**config.mk**
```make
export PLATFORM = sky130hd
export DESIGN_NAME = irq_timer
export DESIGN_NICKNAME = d
export VERILOG_FILES = /design/src/rtl/irq_timer_pkg.sv /design/src/rtl/irq_timer_prescaler.sv /design/src/rtl/irq_timer.sv
export SDC_FILE = /design/constraint.sdc
export NUM_CORES = 1
export LEC_CHECK = 0
export CAP_MARGIN = 5
export CORE_AREA = 2 2 62 108
export DETAILED_ROUTE_END_ITERATION = 10
export DIE_AREA = 0 0 64 110
export DONT_BUFFER_PORTS = 1
export GPL_TIMING_DRIVEN = 0
export PLACE_DENSITY = 0.83
export SYNTH_ARGS = -nofsm -noshare
export SYNTH_HDL_FRONTEND = slang
export SYNTH_SLANG_ARGS = --single-unit
```
**constraint.sdc**
```tcl
create_clock -name clk -period 4.4 [get_ports clk]
set_clock_uncertainty 0.15 [all_clocks]
set_input_delay 0.88 -clock clk [delete_from_list [all_inputs] [get_ports clk]]
set_output_delay 0.88 -clock clk [all_outputs]
set_load 0.1 [all_outputs]
```
**src/rtl/irq_timer_pkg.sv**
```systemverilog
// Shared register map and TCON bit positions for the irq_timer peripheral.
package irq_timer_pkg;
  localparam logic [31:0] DEFAULT_BASE_ADDR = 32'h4000_0000;

  localparam logic [1:0] OFS_TH    = 2'd0;
  localparam logic [1:0] OFS_TL    = 2'd1;
  localparam logic [1:0] OFS_TCON  = 2'd2;
  localparam logic [1:0] OFS_PRESC = 2'd3;

  localparam int TCON_EN = 0;
  localparam int TCON_IE = 1;
  localparam int TCON_ST = 2;
endpackage

```
**src/rtl/irq_timer_prescaler.sv**
```systemverilog
// Prescale divider: one tick every presc+1 enabled cycles; restarts when disabled or reloaded.
module timer_prescaler (
  input  logic        clk,
  input  logic        reset,
  input  logic        en,
  input  logic        load,
  input  logic [15:0] presc,
  output logic        tick
);
  logic [15:0] r_cnt;
  logic        w_wrap;

  assign w_wrap = (r_cnt == presc);
  assign tick   = en & ~load & w_wrap;

  always_ff @(posedge clk) begin
    if (reset || !en || load || w_wrap) r_cnt <= '0;
    else                                r_cnt <= r_cnt + 16'd1;
  end
endmodule

```
**src/rtl/irq_timer.sv**
```systemverilog
// Memory-mapped 32-bit reload timer with level overflow interrupt.
// Optional prescaler at offset 3 enabled by defining IRQ_TIMER_PRESCALE_EN.
module irq_timer
  import irq_timer_pkg::*;
#(
  parameter logic [31:0] BASE_ADDR = DEFAULT_BASE_ADDR,
  parameter logic [31:0] RESET_TH  = 32'h0000_0000,
  parameter logic [31:0] RESET_TL  = 32'h0000_0000
) (
  input  logic        clk,
  input  logic        reset,
  input  logic [31:0] addr,
  input  logic [31:0] wdata,
  input  logic        rd,
  input  logic        wr,
  output logic [31:0] rdata,
  output logic        irq
);
  logic [31:0] r_th, r_tl;
  logic        r_en, r_ie, r_st;
  logic        w_sel, w_wr, w_tick, w_cnt, w_ovf;
  logic [1:0]  w_ofs;
  logic [31:0] w_rdata;
  logic        w_unused_lsb;

  assign w_sel        = (addr[31:4] == BASE_ADDR[31:4]);
  assign w_ofs        = addr[3:2];
  assign w_wr         = wr & w_sel;
  assign w_unused_lsb = ^addr[1:0];

`ifdef IRQ_TIMER_PRESCALE_EN
  logic [15:0] r_presc;
  logic        w_presc_wr;

  assign w_presc_wr = w_wr && (w_ofs == OFS_PRESC);

  always_ff @(posedge clk) begin
    if (reset)           r_presc <= '0;
    else if (w_presc_wr) r_presc <= wdata[15:0];
  end

  timer_prescaler u_presc (
    .clk  (clk),
    .reset(reset),
    .en   (r_en),
    .load (w_presc_wr),
    .presc(r_presc),
    .tick (w_tick)
  );
`else
  assign w_tick = 1'b1;
`endif

  assign w_cnt = r_en & w_tick;
  assign w_ovf = w_cnt & (r_tl == 32'hFFFF_FFFF);

  always_ff @(posedge clk) begin
    if (reset) begin
      r_th <= RESET_TH;
      r_tl <= RESET_TL;
      r_en <= 1'b0;
      r_ie <= 1'b0;
      r_st <= 1'b0;
    end else begin
      if (w_cnt) r_tl <= w_ovf ? r_th : r_tl + 32'd1;
      if (w_wr) begin
        case (w_ofs)
          OFS_TH:   r_th <= wdata;
          OFS_TL:   r_tl <= wdata;
          OFS_TCON: begin
            r_en <= wdata[TCON_EN];
            r_ie <= wdata[TCON_IE];
            if (!wdata[TCON_ST]) r_st <= 1'b0;
          end
          default: ;
        endcase
      end
      // Placed after the clear so an overflow in the acknowledge cycle is never lost.
      if (w_ovf) r_st <= 1'b1;
    end
  end

  always_comb begin
    w_rdata = '0;
    if (rd && w_sel) begin
      case (w_ofs)
        OFS_TH:   w_rdata = r_th;
        OFS_TL:   w_rdata = r_tl;
        OFS_TCON: w_rdata = {29'd0, r_st, r_ie, r_en};
`ifdef IRQ_TIMER_PRESCALE_EN
        OFS_PRESC: w_rdata = {16'd0, r_presc};
`endif
        default:  w_rdata = '0;
      endcase
    end
  end

  assign rdata = w_rdata;
  assign irq   = r_ie & r_st;
endmodule
```
[After elaboration in Yosys (flattened, before gate mapping)]
Index checks and enable logic that the tools add are counted.
Operators by class
  add/sub/neg operators: 1
  multiplexer cells: 10
  reduce and logical (&&, ||, !) cells: 7
  equal/unequal tests: 5
  bitwise logic cells: 3
Operators by type and width (count)
  $mux 32: 5
  $pmux 32 s3: 1
  $add 32x1->32 const B: 1
  $eq 32x32->1 const B: 1
  $eq 28x27->1 const B: 1
  $mux 1: 4
  $reduce_and 2->1: 2
  $reduce_bool 2->1: 2
  $and 1x1->1: 3
  $reduce_and 3->1: 1
  $eq 2x1->1 const B: 1
  $eq 2x2->1 const B: 1
  $logic_not 2->1: 1
  $ne 2x1->1 const B: 1
  $logic_and 1x1->1: 1
Word-level totals
  output and inout port bits: 33
  register bits: 67

[Depth between registers and ports, before layout]
Gate-level depths: netlist (run 1).
  depth after elaboration: 6
  depth in mapped cells: 8

[Worst setup path before layout (run 1)]
OpenSTA, ideal clock, no wires.
  path kind: input -> output
  from: input port addr[27]
  to: output port rdata[21]
  stages on the path: 7
  setup slack: -0.321 ns
  data required time: 3.370 ns
  arrival time: 3.691 ns
  cells stage by stage: or4_1 > nor3_1 > nand2_1 > or2_1 > buf_2 > buf_2 > nor2_1
On the way
  longest elaborated chain between the ends: 3
RTL lines
  start, declared: line irq_timer.sv:12  | input logic [31:0] addr,
  $eq 28x27->1: line irq_timer.sv:26  | assign w_sel = (addr[31:4] == BASE_ADDR[31:4]);
  $logic_and 1x1->1: line irq_timer.sv:85  | if (rd && w_sel) begin
  $mux 32: line irq_timer.sv:85
  end, declared: line irq_timer.sv:16  | output logic [31:0] rdata,
Every way passes these cells.

[Worst setup path after layout (run 1)]
  from: input port addr[5]
  to: output port rdata[31]
The elaborated chain is that of the path after synthesis.

==> impl_metrics.toml, run 1 <==
[critical_path]
crit_slowest_cell = "nor2_2"
worstSetupPathType = "in -> out"
cp_cell_sequence = "nor4_2, nand4_1, nor3_4, nand2_1, or2_1, buf_2, nor2_2"
max_stage_delay_ps = 880
worstRegToRegCells = 7
critPathCaptureType = "primary output"
rr_endpoint = "r_tl[25]$_SDFF_PP0_"
r2r_setup_slack_ps = 1320
reg2reg_from = "r_tl[0]$_SDFF_PP0_"
path_delay_family = "simple AND/OR/NAND/NOR gates"
arrival_ps = 3230
worstPathMaxFanout = 10
cp_num_buf_inv = 1
start_kind = "input pin"
cp.required_ps = 3370

[die]
rows = 38
die_h_um = 110
core_area_mm2 = 0.00613
fp.dieW_um = 64
die_area_mm2 = 0.00704
initial_utilization_pct = 67.3
io_pins = 101

[run]
drv_cap = 0

[synth]
synth_area_leaders = "dfxtp_1, mux2i_1, nand2_1, a21oi_1, nor2_1"
synth_most_common_cell = "nand2_1"
async_reset_ff_share_pct = 0
yosysTopAreaCellShare_pct = 32.5
yosysWarnings = 0
yosysSeqAreaShare_pct = 32.5
avgSynthCellArea_um2 = 7.44
mappedNetlistNets = 624
synth_common_cells = "nand2_1, dfxtp_1, nor2_1"
syn-cell-area_mm2 = 0.00413
synth_cell_types = 55
synth_top_cell_by_area = "dfxtp_1"
synthesis.instances = 555
ys.flop_type = "dfxtp_1"
ys_seq_elements = 67
synth_edf_count = 0

[clocking]
h-tree-depth = 3
clock-root-buffer = "clkbuf_8"
clock_sinks = 67
post_cts_buffers = 0
cts_tree = "done"
clockBufferDepth = 2
cts_buffers = 9
cts-hold-fix-buffers = 0
clock_latency_ps = 360
cts.clk_slew.worst_paths_ps = 70

[power]
pwr_density_cell_mw_per_mm2 = 250
irDropWorstVdd_mv = 0.230
power.leakage_uw = 0.00150

[sta]
min_period_ps = 4260
max_freq_ghz = 0.235
setup_slack_ps = 140
rsz0062_at_grt = "true"
fin_tns_setup_ps = 0
max_slew_margin_pct = 27.0
drv_slew = 0
tightestPinTransition_ps = 1090
post-route-period-util_pct = 96.8
hold_viol = 0
finalSetupViolations = 0
holdWs_ps = 319

[final_layout]
post-route-util_pct = 75.7
seqCellArea_mm2 = 0.00134
fillers = 477
multiInputGateArea_mm2 = 0.00283
nNetsFinal = 635
drive_above_1_share_pct = 13.7
areaGrowthSynthToFinish_pct = 12.4
antenna_cells = 0

[grt]
grt_max_degree = 11
grt_pass1_vias = 4149
grt_pass1_wl_mm = 20.5
track_usage_pct = 38.7
grt_remaining_overflow = 0
antenna_found_initial = 0

[route]
drt-wirelength-per-cell_um = 20.7
drc = 0
routed_wl_mm = 13.5
viasPerCell = 6.85
drtPass1Iterations = 5
final_antenna_net_count = 0
vias = 4458
drt_iter0_drc = 543

[placed_design]
dp_hpwl_mm = 9.57
pre_cts_slack_ps = -362
io_buffers = 0
gp_congestion = 0.985

[worst_hold_path]
hold_depth = 2
hold_class = "reg -> reg"
whs_endpoint = "r_th[28]$_SDFFE_PP0P_"
hold_path_startpoint = "r_th[28]$_SDFFE_PP0P_"

[outcome]
status = "finished clean"
-- cells by family (layout without fill, tap and decap cells) --
group                      count (synthesis)  after routing  share of synthesized area (%)
and+or+nand+nor                          268            268                           32.3
AOI/OAI and AO/OA                        122            122                           18.0
DFF                                       67             67                           32.5
buffers and inverters                     44             60                           4.33
muxes                                     42             42                           10.3
xor gates and xnor gates                  11             11                           2.33
adders and majority gates                  1              1                          0.303
-- sequential cells by signal, indices dropped and copies added (netlist names) --
signal and flops:
r_ie 1, r_en 1, r_th 32, r_st 1, r_tl 32
-- worst max path at each step --
| stage | from | endpoint | slack, ps | cells past startpoint |
|---|---|---|---|---|
| final | addr[5] | rdata[31] | 140 | 7 |
| after global routing | addr[14] | rdata[31] | 4 | 7 |
| after CTS | addr[13] | rdata[28] | 10 | 8 |
| after detailed placement | addr[5] | rdata[22] | -360 | 8 |
| after global placement | addr[5] | rdata[29] | -630 | 8 |
| after floorplan | addr[27] | rdata[21] | -320 | 7 |
-- repair_timing --
action,4_1_cts,5_1_grt
pin swaps,11,1
endpoints found under the setup margin,29,29
gates resized for setup,22,7
-- cells in the final DEF, fill, tap and decap left out, types with 11 or more instances in the layout --
cell / n
a211oi_1: 15
a21oi_1: 54
nor3_1: 14
clkbuf_1: 27
nand4_1: 11
clkbuf_8: 13
and3_1: 12
nor2_4: 20
mux2i_1: 38
nor2_2: 12
nand2_1: 92
nand3_1: 20
nor2_1: 33
dfxtp_1: 67
o21ai_0: 22
-- area by class of cell --
type                    count  area share (%)
plain buffers              38            3.45
clock buffers              15            4.02
clock inverters             1           0.108
inverters                   6           0.485
multi-input cells         444            60.9
flip-flops and latches     67            28.9
well taps                  80            2.16
-- worst register-to-register path: cells and delay by family (launching register included) --
kind	cells	cell delay, ps
and+or+nand+nor	5	1700
AOI/OAI and AO/OA	1	390
adders and majority gates	1	250
DFF	1	440
-- power by group --
part,switching (uW),internal (uW),total (uW)
clock network,242,266,508
logic,29.6,15.7,45.3
registers,0.215,607,607
total,272,889,1160
-- per-stage QoR --
stage,power (uW),cells,instance area [um^2]
floorplan,653,555,4160
global placement,664,635,4260
detailed placement,665,635,4310
CTS,1160,651,4610
global route,1190,651,4640
finish,1160,651,4640
-- routing by layer --
metal	vias up	global-route usage [%]	wire, um
met1	2058	41.5	4530
met2	306	67.3	6840
li1	2030	-	-
met4	0	26.1	692
met5	-	0	0
met3	64	8.83	1390
No activity file was read; power rests on OpenSTA's default activity.
==> run 2: changes to the inputs <==
ABC_AREA = 1   (was not set)
CORE_AREA = 2 2 69 120   (was 2 2 62 108)
DIE_AREA = 0 0 71 122   (was 0 0 64 110)
PLACE_DENSITY = 0.84   (was 0.83)
==> impl_metrics.toml, run 2 <==
[critical_path]
start_kind = "input pin"
worstSetupPathType = "in -> out"
worstPathMaxFanout = 10
critPathCaptureType = "primary output"
arrival_ps = 3200
cp.required_ps = 3370

[clocking]
cts-hold-fix-buffers = 0
cts_resized = 0
clock_sinks = 67
clockBufferDepth = 2
h-tree-depth = 3
clock-root-buffer = "clkbuf_16"
cts.clk_slew.worst_paths_ps = 60
clock_latency_ps = 340
cts_tree = "done"
post_cts_buffers = 0
cts_buffers = 9

[synth]
ys_seq_elements = 67
synth_most_common_cell = "nand2_1"
avgSynthCellArea_um2 = 5.46
synth_area_leaders = "dfxtp_1, nand2_1, nor2_1, inv_1, nand4_1"
synth_cell_types = 29
synth_top_cell_by_area = "dfxtp_1"
mappedNetlistNets = 1022
syn-cell-area_mm2 = 0.00520
async_reset_ff_share_pct = 0
ys.flop_type = "dfxtp_1"
synth_common_cells = "nand2_1, nor2_1, inv_1"
yosysWarnings = 0
synth_edf_count = 0
yosysTopAreaCellShare_pct = 25.8
yosysSeqAreaShare_pct = 25.8
synthesis.instances = 953

[route]
vias = 6451
final_antenna_net_count = 0
routed_wl_mm = 19.1
viasPerCell = 6.09
drt_iter0_drc = 751
drt-wirelength-per-cell_um = 18.0
drc = 0
drtPass1Iterations = 7

[power]
power.leakage_uw = 0.00232
power_uw = 1360
irDropWorstVdd_mv = 0.237
pwr_density_cell_mw_per_mm2 = 238

[placed_design]
placed_area_mm2 = 0.00543
gp_congestion = 1.02
io_buffers = 0
dp_hpwl_mm = 14.2

[sta]
max_slew_margin_pct = 11.8
finalSetupViolations = 0
max_freq_ghz = 0.236
fin_tns_setup_ps = 0
rsz0062_at_grt = "false"
tightestPinTransition_ps = 1320
drv_slew = 0
min_period_ps = 4230
post-route-period-util_pct = 96.2
hold_viol = 0

[final_layout]
drive_above_1_share_pct = 7.53
nNetsFinal = 1033
antenna_cells = 0
final_area_mm2 = 0.00571
post-route-util_pct = 73.2
layout_common_cells = "nand2_1, nor2_1, inv_1, dfxtp_1, nand4_1"
areaGrowthSynthToFinish_pct = 9.74
layout_commonest_cell = "nand2_1"
reg_top3 = "r_th x32, r_tl x32"

[grt]
met3_usage_pct = 9.68
gr-usage-met2_pct = 76.6
grt_pass1_vias = 6205
grt_max_degree = 11
grt.met1_usage_pct = 47.6
antenna_found_initial = 0
grt_pass1_wl_mm = 29.8
grt.busiest_layer = "met2"
track_usage_pct = 44.1
grt_remaining_overflow = 0

[die]
rows = 43
fp.dieW_um = 71
die_area_mm2 = 0.00866
die_h_um = 122
core_area_mm2 = 0.00780
initial_utilization_pct = 66.7
io_pins = 101

[run]
drv_cap = 0

[worst_hold_path]
hold_class = "reg -> reg"

[outcome]
status = "finished clean"
run 2: worst paths after layout:
kind / start / to / slack, ps / cells past startpoint
worst min register to register: r_st$_SDFFE_PP0P_ / r_st$_SDFFE_PP0P_ / 340 / 2
worst min-delay path: r_st$_SDFFE_PP0P_ / r_st$_SDFFE_PP0P_ / 340 / 2
worst max register to register: r_tl[0]$_SDFF_PP0_ / r_tl[5]$_SDFF_PP0_ / 1990 / 9
worst max-delay path: addr[2] / rdata[1] / 170 / 5
run 2: routing by layer:
| layer | vias to the layer above | part of all wire (%) |
|---|---|---|
| li1 | 3012 | - |
| met1 | 2893 | 35 |
| met2 | 435 | 50 |
| met3 | 111 | 9.0 |
| met4 | 0 | 6.0 |
| met5 | - | 0 |
run 2: cells by family (layout without fill, tap and decap cells):
| logic type | Yosys count | after routing | share of synthesized area [%] |
|---|---|---|---|
| and+or+nand+nor | 576 | 576 | 47.6 |
| adders and majority gates | 1 | 1 | 0.241 |
| buffers and inverters | 195 | 211 | 14.6 |
| xor gates and xnor gates | 7 | 7 | 1.18 |
| DFF | 67 | 67 | 25.8 |
| AOI/OAI and AO/OA | 107 | 107 | 10.5 |
run 2: layout make-up:
type	instances	area (um^2)
inverter	139	522
clock inverter	2	10.0
tap	90	113
buffer	56	240
fill	689	2090
sequential	67	1340
multi-input combinational	691	3220
clock buffer	14	264
run 2: worst max-delay path, cell delays in order:
cell and delay [ps]:
inv_1 30, nor2_1 550, clkbuf_1 530, nand2_1 130
a31oi_2 1070
run 2: report_power, final:
group / switching, uW / internal, uW / total [uW] / leakage [uW]
combinational: 48.7 / 13.8 / 62.5 / 0.00164
sequential: 0.00000105 / 607 / 607 / 0.000539
clock: 281 / 411 / 692 / 0.000137
total: 329 / 1030 / 1360 / 0.00232
run 2: metrics by stage:
step	setup slack (ps)	hold slack, ps	std cells
after floorplan	155	297	953
after CTS	268	337	1059
after detailed placement	271	328	1043
final	168	338	1059
after global routing	83.9	368	1059
after global placement	-304	309	1043
==> run 3: changes to the inputs <==
CORE_AREA = 2 2 90 92   (was 2 2 69 120)
DIE_AREA = 0 0 92 94   (was 0 0 71 122)
==> impl_metrics.toml, run 3 (synthesis gave the netlist of run 2 again) <==
[critical_path]
max_stage_delay_ps = 1010
cp.required_ps = 3370
crit_slowest_cell = "a21oi_2"
cp_cell_sequence = "or2_0, nor2_1, nand2_1, nor2_4, nand2_1, clkbuf_1, a21oi_2"
worstPathMaxFanout = 10
worstSetupPathType = "in -> out"
critPathCaptureType = "primary output"
start_kind = "input pin"
path_common_cell = "nand2_1"
arrival_ps = 3200

[worst_hold_path]
hold_class = "reg -> reg"

[die]
fp.dieW_um = 92
io_pins = 101
rows = 32
core_area_mm2 = 0.00761
initial_utilization_pct = 68.4
die_h_um = 94
die_area_mm2 = 0.00865

[final_layout]
multiInputGateArea_mm2 = 0.00322
nNetsFinal = 1033
instances_no_fill = 1070
seqCellArea_mm2 = 0.00134
drive_above_1_share_pct = 7.54
final_area_mm2 = 0.00561
reg_top3 = "r_th x32, r_tl x32"
layout_commonest_cell = "nand2_1"
fillers = 673
layout_common_cells = "nand2_1, nor2_1, inv_1, dfxtp_1, nand4_1"
areaGrowthSynthToFinish_pct = 7.84
antenna_cells = 0

[sta]
max_slew_margin_pct = 12.4
setup_slack_ps = 172
tightestPinTransition_ps = 1310
hold_viol = 0
max_freq_ghz = 0.237
finalSetupViolations = 0
post-route-period-util_pct = 96.1
drv_slew = 0
rsz0062_at_grt = "false"
min_period_ps = 4230
fin_tns_setup_ps = 0

[route]
drc = 0
routed_wl_mm = 17.7
final_antenna_net_count = 0
drt-wirelength-per-cell_um = 16.6
drt_iter0_drc = 566
vias = 6254
drtPass1Iterations = 7
viasPerCell = 5.84

[power]
irDropWorstVdd_mv = 0.137
power.leakage_uw = 0.00227
pwr_density_cell_mw_per_mm2 = 202
power_switching_share_pct = 26.3
clock_power_share_pct = 41.1
seq_power_share_pct = 53.5
intPower_uw = 834
p_sw_uw = 298
combPwrFrac_pct = 5.4

[grt]
track_usage_pct = 41.9
grt_remaining_overflow = 0
antenna_found_initial = 0
grt_pass1_vias = 6077
grt_max_degree = 11
grt_pass1_wl_mm = 28.5

[clocking]
cts_buffers = 9
clockBufferDepth = 2
clock_sinks = 67
post_cts_buffers = 0
h-tree-depth = 3
clock-root-buffer = "clkbuf_8"
cts-hold-fix-buffers = 0
clock_latency_ps = 360
cts_tree = "done"
cts_resized = 0
cts.clk_slew.worst_paths_ps = 80

[placed_design]
dp.cells = 1055
pre_cts_slack_ps = 219
dp_hpwl_mm = 13.3
io_buffers = 0
placed_area_mm2 = 0.00545
gp_congestion = 1.03

[outcome]
status = "finished clean"

[run]
drv_cap = 0
-- run 3: cell count changes in the layout (fill, tap and decap cells not counted), sizes merged --
cell    before  now
clkbuf      52   50
clkinv       2    3
-- run 3: power groups by stage --
stage	Combinational (uW)	Sequential [uW]	Clock (uW)
after floorplan	40.1	620	0
after global placement	56.1	620	0
after detailed placement	58.4	620	0
after CTS	58.7	606	458
after global routing	65.9	606	475
final	61.5	606	465
-- run 3: layout make-up --
type,count,area share [%]
Buffer,56,4.28
Clock inverter,3,0.268
Multi-Input combinational cell,691,57.4
Sequential cell,67,23.9
Inverter,139,9.30
Tap cell,102,2.28
Clock buffer,12,2.59
-- run 3: worst paths after layout --
kind | startpoint | end | slack, ps | cells past startpoint
worst max-delay path | addr[29] | rdata[14] | 170 | 7
worst min-delay path | r_st$_SDFFE_PP0P_ | r_st$_SDFFE_PP0P_ | 380 | 2
worst max register to register | r_tl[0]$_SDFF_PP0_ | r_tl[13]$_SDFF_PP0_ | 2100 | 9
worst min register to register | r_st$_SDFFE_PP0P_ | r_st$_SDFFE_PP0P_ | 380 | 2
-- run 3: per-stage QoR --
step	total power (uW)	hold slack [ps]	utilization, %
2_1_floorplan	660	297	-
3_3_place_gp	676	321	70.0
3_5_place_dp	678	348	71.6
4_1_cts	1120	361	73.7
5_1_grt	1150	409	73.7
6_report	1130	379	73.7
-- run 3: worst max-delay path, delay by kind of cell --
family	cells	cell delay, ps
AOI/OAI and AO/OA	1	1010
buffers and inverters	1	420
and+or+nand+nor	5	870
-- run 3: layer usage --
layer	wire (um)	part of all wire, %	vias to the layer above	track usage [%]
li1	-	-	3000	-
met1	6820	39	2795	49.7
met2	8200	46	389	70.6
met3	1970	11	70	8.59
met4	725	4.1	0	23.9
met5	0	0	-	0
